## src/rtl/mole_game_ctrl.sv

```systemverilog
// Whack-a-mole game controller: LFSR-driven mole spawning, per-hole mole lifetimes,
// hit scoring with saturation, and a bounded game timer.
module mole_game_ctrl #(
  parameter int unsigned SPAWN_TICKS = 25_000_000,
  parameter int unsigned MOLE_TICKS  = 75_000_000,
  parameter int unsigned GAME_TICKS  = 32'd3_000_000_000
) (
  input  logic       clk,
  input  logic       rst,
  input  logic       start,
  input  logic       hit_valid,
  input  logic [3:0] hit_idx,
  output logic [8:0] map,
  output logic [3:0] score,
  output logic [2:0] cur_state
);

  localparam int unsigned SpawnW = $clog2(SPAWN_TICKS + 1);
  localparam int unsigned AgeW   = $clog2(MOLE_TICKS + 1);

  localparam logic [SpawnW-1:0] SpawnMax = SpawnW'(SPAWN_TICKS - 1);
  localparam logic [AgeW-1:0]   AgeMax   = AgeW'(MOLE_TICKS - 1);
  localparam logic [31:0]       GameMax  = GAME_TICKS - 32'd1;

  typedef enum logic [2:0] {
    StIdle = 3'd0,
    StGame = 3'd1,
    StFin  = 3'd2
  } state_e;

  state_e            state_q, state_d;
  logic [3:0]        score_q, score_d;
  logic [8:0]        map_q, map_d;
  logic [15:0]       lfsr_q, lfsr_d;
  logic [SpawnW-1:0] spawn_q, spawn_d;
  logic [31:0]       timer_q, timer_d;
  logic [AgeW-1:0]   age_q [9];
  logic [AgeW-1:0]   age_d [9];

  logic       lfsr_fb;
  logic [3:0] spawn_idx;
  logic       hit_ok;

  // Fibonacci taps 16,14,13,11 in right-shift form.
  assign lfsr_fb   = lfsr_q[0] ^ lfsr_q[2] ^ lfsr_q[3] ^ lfsr_q[5];
  assign spawn_idx = (lfsr_q[3:0] < 4'd9) ? lfsr_q[3:0] : lfsr_q[3:0] - 4'd9;
  assign hit_ok    = hit_valid && (hit_idx < 4'd9) && map_q[hit_idx];

  always_comb begin
    state_d = state_q;
    score_d = score_q;
    map_d   = map_q;
    lfsr_d  = {lfsr_fb, lfsr_q[15:1]};
    spawn_d = spawn_q;
    timer_d = timer_q;
    age_d   = age_q;

    unique case (state_q)
      StIdle: begin
        if (start) begin
          state_d = StGame;
          score_d = '0;
          map_d   = '0;
          spawn_d = '0;
          timer_d = '0;
          for (int i = 0; i < 9; i++) age_d[i] = '0;
        end
      end

      StGame: begin
        for (int i = 0; i < 9; i++) begin
          if (map_q[i]) begin
            if (age_q[i] == AgeMax) map_d[i] = 1'b0;
            else                    age_d[i] = age_q[i] + AgeW'(1);
          end
        end

        if (spawn_q == SpawnMax) begin
          spawn_d = '0;
          if (!map_q[spawn_idx]) begin
            map_d[spawn_idx] = 1'b1;
            age_d[spawn_idx] = '0;
          end
        end else begin
          spawn_d = spawn_q + SpawnW'(1);
        end

        // Applied last so a hit overrides expiry on the same hole.
        if (hit_ok) begin
          map_d[hit_idx] = 1'b0;
          if (score_q != 4'd10) score_d = score_q + 4'd1;
        end

        if (score_q == 4'd10 || timer_q == GameMax) begin
          state_d = StFin;
          map_d   = '0;
        end else begin
          timer_d = timer_q + 32'd1;
        end
      end

      StFin: begin
        if (start) state_d = StIdle;
      end

      default: state_d = StIdle;
    endcase
  end

  always_ff @(posedge clk) begin
    if (!rst) begin
      state_q <= StIdle;
      score_q <= '0;
      map_q   <= '0;
      lfsr_q  <= 16'hACE1;
      spawn_q <= '0;
      timer_q <= '0;
      for (int i = 0; i < 9; i++) age_q[i] <= '0;
    end else begin
      state_q <= state_d;
      score_q <= score_d;
      map_q   <= map_d;
      lfsr_q  <= lfsr_d;
      spawn_q <= spawn_d;
      timer_q <= timer_d;
      age_q   <= age_d;
    end
  end

  assign map       = map_q;
  assign score     = score_q;
  assign cur_state = state_q;

endmodule
```

## config.mk

```make
export PLATFORM = sky130hd
export DESIGN_NAME = mole_game_ctrl
export DESIGN_NICKNAME = d
export VERILOG_FILES = /design/src/rtl/mole_game_ctrl.sv
export SDC_FILE = /design/constraint.sdc
export NUM_CORES = 1
export LEC_CHECK = 0
export ABC_AREA = 1
export BUFFER_PORTS_ARGS = -buffer_cell sky130_fd_sc_hd__buf_4
export CAP_MARGIN = 15
export CORE_AREA = 2 2 212 214
export CTS_CLUSTER_DIAMETER = 60
export DETAILED_ROUTE_END_ITERATION = 10
export DIE_AREA = 0 0 214 216
export PLACE_DENSITY = 0.69
export SETUP_SLACK_MARGIN = 0.2
export SYNTH_ARGS = -nofsm -noshare
export SYNTH_HDL_FRONTEND = slang
export SYNTH_SLANG_ARGS = --single-unit
```

## constraint.sdc

```tcl
create_clock -name clk -period 2.48 [get_ports clk]
set_clock_uncertainty 0.05 [all_clocks]
set_input_delay 0.496 -clock clk [delete_from_list [all_inputs] [get_ports clk]]
set_output_delay 0.496 -clock clk [all_outputs]
set_load 0.1 [all_outputs]
```

==> flow_summary.ini, run 1 <==
[sta]
rsz_0062_raised_after_global_routing = yes
remaining_max_slew_budget_at_the_tightest_pin_pct = 57.6
drv_slew = 0
finalHoldViolCount = 0
finalSetupViolCount = 0
timing.fmax_mhz = 450
worstMarginPinSlew_ns = 0.633
post-route-worst-setup-slack_ns = 0.257
post-route-min-period_ns = 2.22
period_share_pct = 89.6

[final_layout]
drive_gt1_share_pct = 7.85
final_cells = 4620
share_of_the_core_filled_with_cells_pct = 60.8
diodes = 0
synthToLayoutAreaGrowth_pct = 13.8
finalInstanceArea_sq_um = 26700
nNetsFinal = 4012

[cts]
bufs_on_longest_clock_path = 3
clock-root-buffer = sky130_fd_sc_hd__clkbuf_16
clock_insertion_delay_worst_skew_ns = 0.58
hold_buffers = 0
cts_sinks = 331
clk_transition_reported_paths_ns = 0.06
tritoncts.num_buffers = 47
htree_num_levels = 2
cts_tree = built

[routing]
finalWirelength_mm = 65.9
detail_route.first_pass.iterations = 6
vias = 25100
route.detailed.drc = 0
wl_per_cell_um = 14.3
drt.antenna.violating_nets = 0
via_per_inst = 5.43
drt_first_iter_violations = 2166

[placed_design]
placement.setup.worst_slack_ns = -0.0556
dp_hpwl_mm = 43.9
numPlacedInstances = 4497
detailed_place.area_sq_um = 24400
placement.io_buffers = 22
globalplace.congestion = 0.933

[pwr]
power.density_nw_per_um2 = 485
irDropWorstVdd_v = 0.000519
cellLeakagePower_nw = 8.68

[yosys]
synthesis.yosys.warnings = 0
synth_async_sr_flop_share_pct = 0
synth_area_leaders = sky130_fd_sc_hd__dfxtp_1 28%, sky130_fd_sc_hd__nand2_1 17%, sky130_fd_sc_hd__a21oi_1 11%
synth.cell_area_sq_um = 23400
synth_top_cell_by_area = sky130_fd_sc_hd__dfxtp_1
syn_area_per_cell_sq_um = 5.86
number_of_unique_standard_cell_types_used_by_synthesis = 48
synth-seq-cells = 331
synth.yosys.seq_area_share_pct = 28.3
synth-edff-count = 0
syn-num-nets = 4018
syn-instance-count = 3996
synth.top_cell.area_share_pct = 28.3
ys_dominant_reg_cell = sky130_fd_sc_hd__dfxtp_1

[critical_path]
crit-reg2reg-launch = lfsr_q[0]
start_kind = register
worstPathArrival_ns = 1.68
timing.critical_path.to_type = output port
timing.critical_path.required_ns = 1.93
timing.critical_path.fanout_max = 50
path_class = reg -> out
timing.critical_path.from = map[4]

[floorplanning]
die_span_in_y_um = 216
row_count = 77
fp.dieArea_sq_um = 46200
coreArea_sq_um = 43800
top_level_ports = 24
die_x_um = 214
initial_core_util_pct = 53.4

[global_routing]
antenna_found_initial = 0
grt_pass1_vias = 22300
grt_util_all_layers_pct = 27.5
grt_max_degree = 93
global_route_wire_length_before_repair_mm = 109
grt_remaining_overflow = 0

[worst_hold_path]
hold_class = in -> reg
worstHoldStart = start

[outcome]
run_status = finished, final reports clean

[run]
cap_viol_max_count = 0
placed cells by master, fill, tap and decap left out, types with 11 or more instances in the layout:
master and count:
sky130_fd_sc_hd__o21ai_0 52, sky130_fd_sc_hd__or2_2 11, sky130_fd_sc_hd__nand3b_1 35, sky130_fd_sc_hd__nor2_2 11, sky130_fd_sc_hd__dfxtp_1 316, sky130_fd_sc_hd__nor2_1 489, sky130_fd_sc_hd__buf_12 23, sky130_fd_sc_hd__dfxtp_2 15
sky130_fd_sc_hd__ha_1 11, sky130_fd_sc_hd__buf_4 104, sky130_fd_sc_hd__nand3_1 477, sky130_fd_sc_hd__nor3_1 122, sky130_fd_sc_hd__nand2_1 1053, sky130_fd_sc_hd__inv_1 369, sky130_fd_sc_hd__xnor2_1 25, sky130_fd_sc_hd__nor4_1 14
sky130_fd_sc_hd__nand4_1 117, sky130_fd_sc_hd__xor2_1 103, sky130_fd_sc_hd__clkbuf_16 52, sky130_fd_sc_hd__a21oi_1 492
synth_stat cells, drive strengths merged, types with 3 or more instances:
cell type,n
nand2,1070
nor2,506
a21oi,493
nand3,485
inv,375
dfxtp,331
clkbuf,154
nor3,127
nand4,125
xor2,103
o21ai,53
buf,45
nand3b,35
xnor2,25
ha,14
nor4,14
or2,12
o21a,5
a221oi,4
nor3b,4
a21boi,3
flip-flops by register name, summed over array words and instances (netlist names):
register / count
spawn_q: 25
age_q: 243
map: 9
score: 4
timer_q: 32
lfsr_q: 16
cur_state: 2
repair_timing:
| item | in CTS | in global routing |
|---|---|---|
| buffers inserted | 6 | 22 |
| endpoints found under the hold margin | 0 | 0 |
| pin swaps | 6 | 12 |
| setup endpoints to repair | 250 | 278 |
| gates cloned | 4 | 4 |
| gates resized for setup | 20 | 52 |
metrics by stage:
step           hold WS [ns]  power [mW]  TNS (ns)
3_3_place_gp          0.343        6.20   -0.0450
4_1_cts               0.180        13.0         0
5_1_grt               0.198        13.4         0
6_report              0.212        12.9         0
3_5_place_dp          0.348        6.20    -0.336
2_1_floorplan         0.340        5.95         0
critical path, stage by stage, from the launching register on:
cell,delay [ns]
sky130_fd_sc_hd__dfxtp_2,0.37
sky130_fd_sc_hd__buf_6,0.34
sky130_fd_sc_hd__buf_4,0.37
where the power goes:
| part | switching [mW] | leakage, nW | internal, mW | total [mW] |
|---|---|---|---|---|
| Sequential | 0.0172 | 2.68 | 5.34 | 5.36 |
| Clock | 2.70 | 0.764 | 4.10 | 6.80 |
| Combinational | 0.589 | 5.24 | 0.170 | 0.759 |
metal layers:
| metal | GRT usage, % | up-vias | routed length [um] |
|---|---|---|---|
| met5 | 0 | - | 0 |
| met4 | 7.72 | 0 | 1340 |
| met3 | 3.75 | 100 | 3270 |
| met2 | 45.2 | 591 | 29900 |
| met1 | 37.8 | 11300 | 31300 |
| li1 | - | 13100 | - |
layout make-up:
class	instances	area (sq um)
Clock buffer	63	1320
Clock inverter	24	262
Fill cell	4353	17200
Inverter	377	1430
Multi-Input combinational cell	3093	14800
Sequential cell	331	6650
Tap cell	592	741
Timing Repair Buffer	139	1420
Timing Repair inverter	1	7.51
final timing paths:
path              depth (start not counted)  slack, ns           end
setup / recovery                          2       0.26        map[4]
hold / removal                            3       0.21  cur_state[1]
setup reg to reg                         15       0.26      age_q[5]
hold reg to reg                           2       0.36     lfsr_q[3]
logic make-up after synthesis:
| group | after synthesis | share of synthesized area (%) |
|---|---|---|
| buffers and inverters | 576 | 9.60 |
| xor gates and xnor gates | 128 | 4.78 |
| adders and majority gates | 14 | 0.748 |
| other | 1 | 0.0160 |
| AOI/OAI and AO/OA | 567 | 12.4 |
| and+or+nand+nor | 2379 | 44.2 |
| DFF | 331 | 28.3 |
No activity file was read; power rests on OpenSTA's default activity.
==> run 2, diff against run 1 <==
--- a/config.mk
+++ b/config.mk
@@ -8,11 +8,10 @@
 export ABC_AREA = 1
 export BUFFER_PORTS_ARGS = -buffer_cell sky130_fd_sc_hd__buf_4
 export CAP_MARGIN = 15
-export CORE_AREA = 2 2 212 214
+export CORE_AREA = 2 2 232 234
 export CTS_CLUSTER_DIAMETER = 60
 export DETAILED_ROUTE_END_ITERATION = 10
-export DIE_AREA = 0 0 214 216
-export PLACE_DENSITY = 0.69
+export DIE_AREA = 0 0 234 236
 export SETUP_SLACK_MARGIN = 0.2
 export SYNTH_ARGS = -nofsm -noshare
 export SYNTH_HDL_FRONTEND = slang
==> run 2 against run 1 <==
Final cell count is 2.5% higher; utilization down 9.4 points; flip-flop and latch count unchanged; cell area rose by 2.4%; setup slack gained 0.013 ns; clock power increased by 5.1%; sequential share of layout area is 0.54 points lower; routed wire length grew 6.8%; die area rose by 19%; total power grew 3.0%; via count is 0.65% higher; first-iteration DRC count down 13%.
==> flow_summary.ini, run 2 (same netlist as run 1, synthesis figures left out) <==
[global_routing]
grt_remaining_overflow = 0
grt_pass1_vias = 22800
grt_max_degree = 84
antenna_found_initial = 0
grt_util_all_layers_pct = 24.6
global_route_wire_length_before_repair_mm = 115

[sta]
period_share_pct = 89.1
rsz_0062_raised_after_global_routing = yes
drv_slew = 0
finalHoldViolCount = 0
remaining_max_slew_budget_at_the_tightest_pin_pct = 23.3
fin_setup_tns_ns = 0
post-route-min-period_ns = 2.21
finalSetupViolCount = 0
timing.fmax_mhz = 452
worstMarginPinSlew_ns = 1.15

[final_layout]
layout_top_registers = age_q: 243 flops, timer_q: 32 flops, spawn_q: 25 flops
largest_reg_flops = 243
final_cells = 4736
share_of_the_core_filled_with_cells_pct = 51.5
drive_gt1_share_pct = 8.99
finalInstanceArea_sq_um = 27300
nNetsFinal = 4024
leading_cell_type_in_the_layout_fill_and_taps_excluded = sky130_fd_sc_hd__nand2_1
synthToLayoutAreaGrowth_pct = 16.5
final_cell_mix = 1,050 x sky130_fd_sc_hd__nand2_1, 485 x sky130_fd_sc_hd__a21oi_1, 477 x sky130_fd_sc_hd__nor2_1, 475 x sky130_fd_sc_hd__nand3_1, 369 x sky130_fd_sc_hd__inv_1
top_register_by_number_of_flip_flops = age_q
diodes = 0

[floorplanning]
initial_core_util_pct = 44.1
die_x_um = 234
fp.dieArea_sq_um = 55200
row_count = 85
die_span_in_y_um = 236
coreArea_sq_um = 53100
top_level_ports = 24

[cts]
tritoncts.num_buffers = 48
clock_insertion_delay_worst_skew_ns = 0.59
hold_buffers = 0
clock-root-buffer = sky130_fd_sc_hd__clkbuf_16
cts_tree = built
clk_transition_reported_paths_ns = 0.06
bufs_on_longest_clock_path = 3
htree_num_levels = 2
cts_sinks = 331

[placed_design]
numPlacedInstances = 4602
dp_hpwl_mm = 46.1
detailed_place.area_sq_um = 24600
globalplace.congestion = 0.904
placement.io_buffers = 22

[routing]
drt_first_iter_violations = 1894
vias = 25300
wl_per_cell_um = 14.9
drt.antenna.violating_nets = 0
finalWirelength_mm = 70.4
via_per_inst = 5.34
route.detailed.drc = 0
detail_route.first_pass.iterations = 6

[critical_path]
reg2reg_setup_slack_ns = 0.27
cells_along_the_critical_path = inv_4, ha_4, nand2_8, nand2_8, nand2_2, nand2_2, nand2_1, nand2_1, nand2_1, nand2_4, nand2_8, nand4_1, buf_4, clkbuf_16, nand3_1, a21oi_1
timing.critical_path.required_ns = 2.95
path_class = reg -> reg
worst_path_largest_cell_delay_ns = 0.32
timing.critical_path.to_type = register
worstPathArrival_ns = 2.68
timing.critical_path.fanout_max = 11
start_kind = register
slowest_stage_cell_cp = sky130_fd_sc_hd__dfxtp_2

[pwr]
combPwrFrac_pct = 6.0
total_switching_power_mw = 3.42
sw_frac_of_total_pct = 25.7
pwr-share-clk_pct = 53.7
cellLeakagePower_nw = 8.82
irDropWorstVdd_v = 0.000509
seq_power_share_pct = 40.3
total_power_mw = 13.3
power.density_nw_per_um2 = 487
internal_power_mw = 9.89

[outcome]
run_status = finished, final reports clean

[run]
cap_viol_max_count = 0

[worst_hold_path]
hold_class = in -> reg
-- run 2: worst max-delay path: cells and delay by family, from the launching register on --
family	cells	cell delay [ns]
compound gates	1	0.15
fa+ha+maj	1	0.17
buf+inv	3	0.42
flops	1	0.32
simple gates	11	1.01
-- run 2: final timing paths --
check / start / end / cells after the start
worst max-delay path: lfsr_q[1] / age_q[168] / 16
worst min-delay path: start / cur_state[1] / 3
worst max register to register: lfsr_q[1] / age_q[168] / 16
worst min register to register: lfsr_q[4] / lfsr_q[3] / 2
-- run 2: cell type report --
| class | instances | area [sq um] |
|---|---|---|
| Inverter | 377 | 1430 |
| Sequential cell | 331 | 6660 |
| Clock buffer | 58 | 1320 |
| Clock inverter | 30 | 339 |
| Tap cell | 696 | 871 |
| Fill cell | 5574 | 25800 |
| Timing Repair Buffer | 147 | 1580 |
| Timing Repair inverter | 1 | 7.51 |
| Multi-Input combinational cell | 3096 | 15100 |
-- run 2: power by group through the flow --
stage | logic [mW] | registers, mW | clock network (mW)
after floorplan | 0.457 | 5.49 | 0
after global placement | 0.756 | 5.47 | 0
after detailed placement | 0.757 | 5.48 | 0
after CTS | 0.765 | 5.36 | 7.31
after global routing | 0.876 | 5.36 | 7.54
final | 0.801 | 5.36 | 7.15
-- run 2: per-stage QoR --
stage               setup WS, ns  hold WS (ns)
floorplan                  0.217         0.340
global placement         -0.0257         0.341
detailed placement       -0.0628         0.348
CTS                        0.160         0.153
global route               0.128         0.186
finish                     0.270         0.184
-- run 2: what timing repair did --
item / CTS / global route
endpoints found under the setup margin: 256 / 290
buffers inserted: 8 / 22
resized for setup: 20 / 103
pin swaps: 10 / 25
cloned: 5 / 11
-- run 2: layer usage --
layer  global-route usage (%)  part of all wire [%]  routed length, um  up-vias
met1                     34.1                    47              33300    11500
met2                     39.7                    45              32000      521
met5                        0                     0                  0        -
li1                         -                     -                  -    13100
met3                     3.05                   4.8               3400      114
met4                     6.94                   2.4               1700        0
==> run 3, diff against run 2 <==
--- a/config.mk
+++ b/config.mk
@@ -7,7 +7,7 @@
 export LEC_CHECK = 0
 export ABC_AREA = 1
 export BUFFER_PORTS_ARGS = -buffer_cell sky130_fd_sc_hd__buf_4
-export CAP_MARGIN = 15
+export CAP_MARGIN = 40
 export CORE_AREA = 2 2 232 234
 export CTS_CLUSTER_DIAMETER = 60
 export DETAILED_ROUTE_END_ITERATION = 10
==> constraint.sdc (replaced) <==
create_clock -name clk -period 2.48 [get_ports clk]
set_clock_uncertainty 0.05 [all_clocks]
set_input_delay 0.124 -clock clk [delete_from_list [all_inputs] [get_ports clk]]
set_output_delay 0.124 -clock clk [all_outputs]
set_load 0.1 [all_outputs]
==> run 3 against run 2 <==
Clock power shrank 2%; highest routed layer unchanged; final cell count fell by 0.15%; cell area is 0.60% lower; via count down 0.24%; routed wire length decreased by 0.96%; sequential share of layout area up 0.13 points; utilization fell by 0.31 points; non-clock buffer count fell by 3; critical endpoint is now age_q[84].
==> flow_summary.ini, run 3 (same netlist as run 1, synthesis figures left out) <==
[critical_path]
path_class = reg -> reg
timing.critical_path.to_type = register
crit-reg2reg-launch = lfsr_q[0]
worst_path_largest_cell_delay_ns = 0.34
ff2ff_path_depth = 15
timing.critical_path.max_delay_family = simple AND/OR/NAND/NOR gates
critical_path_buf_inv_count = 2
timing.critical_path.fanout_max = 14
start_kind = register
worstPathArrival_ns = 2.70
timing.critical_path.required_ns = 2.89
worst_path_most_repeated_cell = sky130_fd_sc_hd__nand2_4
reg2reg_setup_slack_ns = 0.19
slowest_stage_cell_cp = sky130_fd_sc_hd__dfxtp_2
timing.rr.end = age_q[84]
cells_along_the_critical_path = inv_2, ha_4, nand2_4, nand2_4, nand2_2, nand2_2, nand2_1, nand2_1, nand2_1, nand2_4, nand2_4, nand4_4, clkbuf_16, nand3b_1, a21oi_1

[pwr]
total_switching_power_mw = 3.31
internal_power_mw = 9.83
combPwrFrac_pct = 5.9
cellLeakagePower_nw = 8.79
pwr-share-clk_pct = 53.3
power.density_nw_per_um2 = 484
irDropWorstVdd_v = 0.000505
seq_power_share_pct = 40.8
sw_frac_of_total_pct = 25.2

[sta]
post-route-min-period_ns = 2.29
rsz_0062_raised_after_global_routing = yes
remaining_max_slew_budget_at_the_tightest_pin_pct = 40.7
worstMarginPinSlew_ns = 0.889
finalSetupViolCount = 0
drv_slew = 0
period_share_pct = 92.4
whs_ns = 0.0526
finalHoldViolCount = 0
timing.fmax_mhz = 436

[placed_design]
placement.io_buffers = 22
globalplace.congestion = 0.907
dp_hpwl_mm = 45.0
detailed_place.area_sq_um = 24500

[cts]
cts_tree = built
htree_num_levels = 2
bufs_on_longest_clock_path = 3
clock_insertion_delay_worst_skew_ns = 0.59
cts_sinks = 331
clk_transition_reported_paths_ns = 0.06
clock-root-buffer = sky130_fd_sc_hd__clkbuf_16
tritoncts.num_buffers = 47

[routing]
detail_route.first_pass.iterations = 5
via_per_inst = 5.33
drt.antenna.violating_nets = 0
wl_per_cell_um = 14.7
drt_first_iter_violations = 1858
route.detailed.drc = 0
vias = 25200
finalWirelength_mm = 69.7

[global_routing]
grt_pass1_vias = 22600
grt_util_all_layers_pct = 23.9
grt_max_degree = 153
global_route_wire_length_before_repair_mm = 112
antenna_found_initial = 0
grt_remaining_overflow = 0

[floorplanning]
top_level_ports = 24
initial_core_util_pct = 44.1
fp.dieArea_sq_um = 55200
row_count = 85
die_span_in_y_um = 236
coreArea_sq_um = 53100
die_x_um = 234

[final_layout]
nNetsFinal = 4020
layout_top_registers = age_q: 243 flops, timer_q: 32 flops, spawn_q: 25 flops
drive_gt1_share_pct = 8.60
final_cell_mix = 1,051 x sky130_fd_sc_hd__nand2_1, 481 x sky130_fd_sc_hd__a21oi_1, 480 x sky130_fd_sc_hd__nor2_1, 472 x sky130_fd_sc_hd__nand3_1, 368 x sky130_fd_sc_hd__inv_1
leading_cell_type_in_the_layout_fill_and_taps_excluded = sky130_fd_sc_hd__nand2_1
diodes = 0
largest_reg_flops = 243
fillers = 5505
top_register_by_number_of_flip_flops = age_q
synthToLayoutAreaGrowth_pct = 15.8
finalInstanceArea_sq_um = 27100

[run]
cap_viol_max_count = 0

[worst_hold_path]
hold_class = in -> reg
worst_hold_path.num_cells = 7
worstHoldStart = hit_idx[3]
worst_hold_path.endpoint = map[3]

[outcome]
run_status = finished, final reports clean
[run 3: power by group through the flow]
stage	Combinational, mW	Clock, mW	Sequential [mW]
final	0.773	7.01	5.36
after global placement	0.707	0	5.47
after floorplan	0.457	0	5.49
after detailed placement	0.724	0	5.48
after CTS	0.734	7.19	5.36
after global routing	0.838	7.40	5.36
[run 3: what timing repair did]
item,in CTS,in global routing
endpoints found under the setup margin,254,296
cloned,4,10
setup buffers,11,23
pin swaps,8,25
gates resized for setup,13,97
hold buffers,3,0
hold endpoints to repair,24,0
[run 3: layer usage]
layer | vias to the layer above | GRT usage [%] | share of wire, %
li1 | 13100 | - | -
met1 | 11500 | 33.3 | 48
met2 | 520 | 38.9 | 45
met3 | 95 | 2.89 | 4.0
met4 | 0 | 6.29 | 2.1
met5 | - | 0 | 0
[run 3: through the flow]
stage	setup slack [ns]	std cells	utilization, %	total power [mW]	TNS, ns
after floorplan	0.217	3996	-	5.95	0
after CTS	0.201	4696	49.7	13.3	0
after detailed placement	-0.0424	4594	46.1	6.20	-0.329
final	0.188	4729	51.1	13.1	0
after global placement	-0.0212	4590	46.0	6.18	-0.0915
after global routing	0.0626	4729	51.1	13.6	0
[run 3: layout make-up]
class / instances / area, sq um / share of cell area, %
clock buffer: 61 / 1290 / 4.75
sequential: 331 / 6650 / 24.5
multi-input combinational: 3097 / 15100 / 55.5
timing repair buffer: 144 / 1520 / 5.59
tap: 696 / 871 / 3.21
inverter: 377 / 1430 / 5.27
clock inverter: 23 / 317 / 1.17
[run 3: tightest hold or removal path, cell delays in order]
cell and delay [ns]:
sky130_fd_sc_hd__buf_4 0.11, sky130_fd_sc_hd__nor2_1 0.08, sky130_fd_sc_hd__nand4_1 0.09, sky130_fd_sc_hd__nand2_1 0.04
sky130_fd_sc_hd__inv_1 0.04, sky130_fd_sc_hd__nand2_1 0.06, sky130_fd_sc_hd__a21oi_2 0.10
[run 3: how the worst max path moves through the flow]
stage	slack (ns)	from	to	cells past startpoint
floorplan	0.22	map[7]	score[0]	10
global placement	-0.02	lfsr_q[0]	map[4]	15
detailed placement	-0.04	lfsr_q[0]	age_q[108]	14
CTS	0.20	lfsr_q[0]	age_q[198]	15
global route	0.06	lfsr_q[0]	age_q[178]	15
finish	0.19	lfsr_q[0]	age_q[84]	15
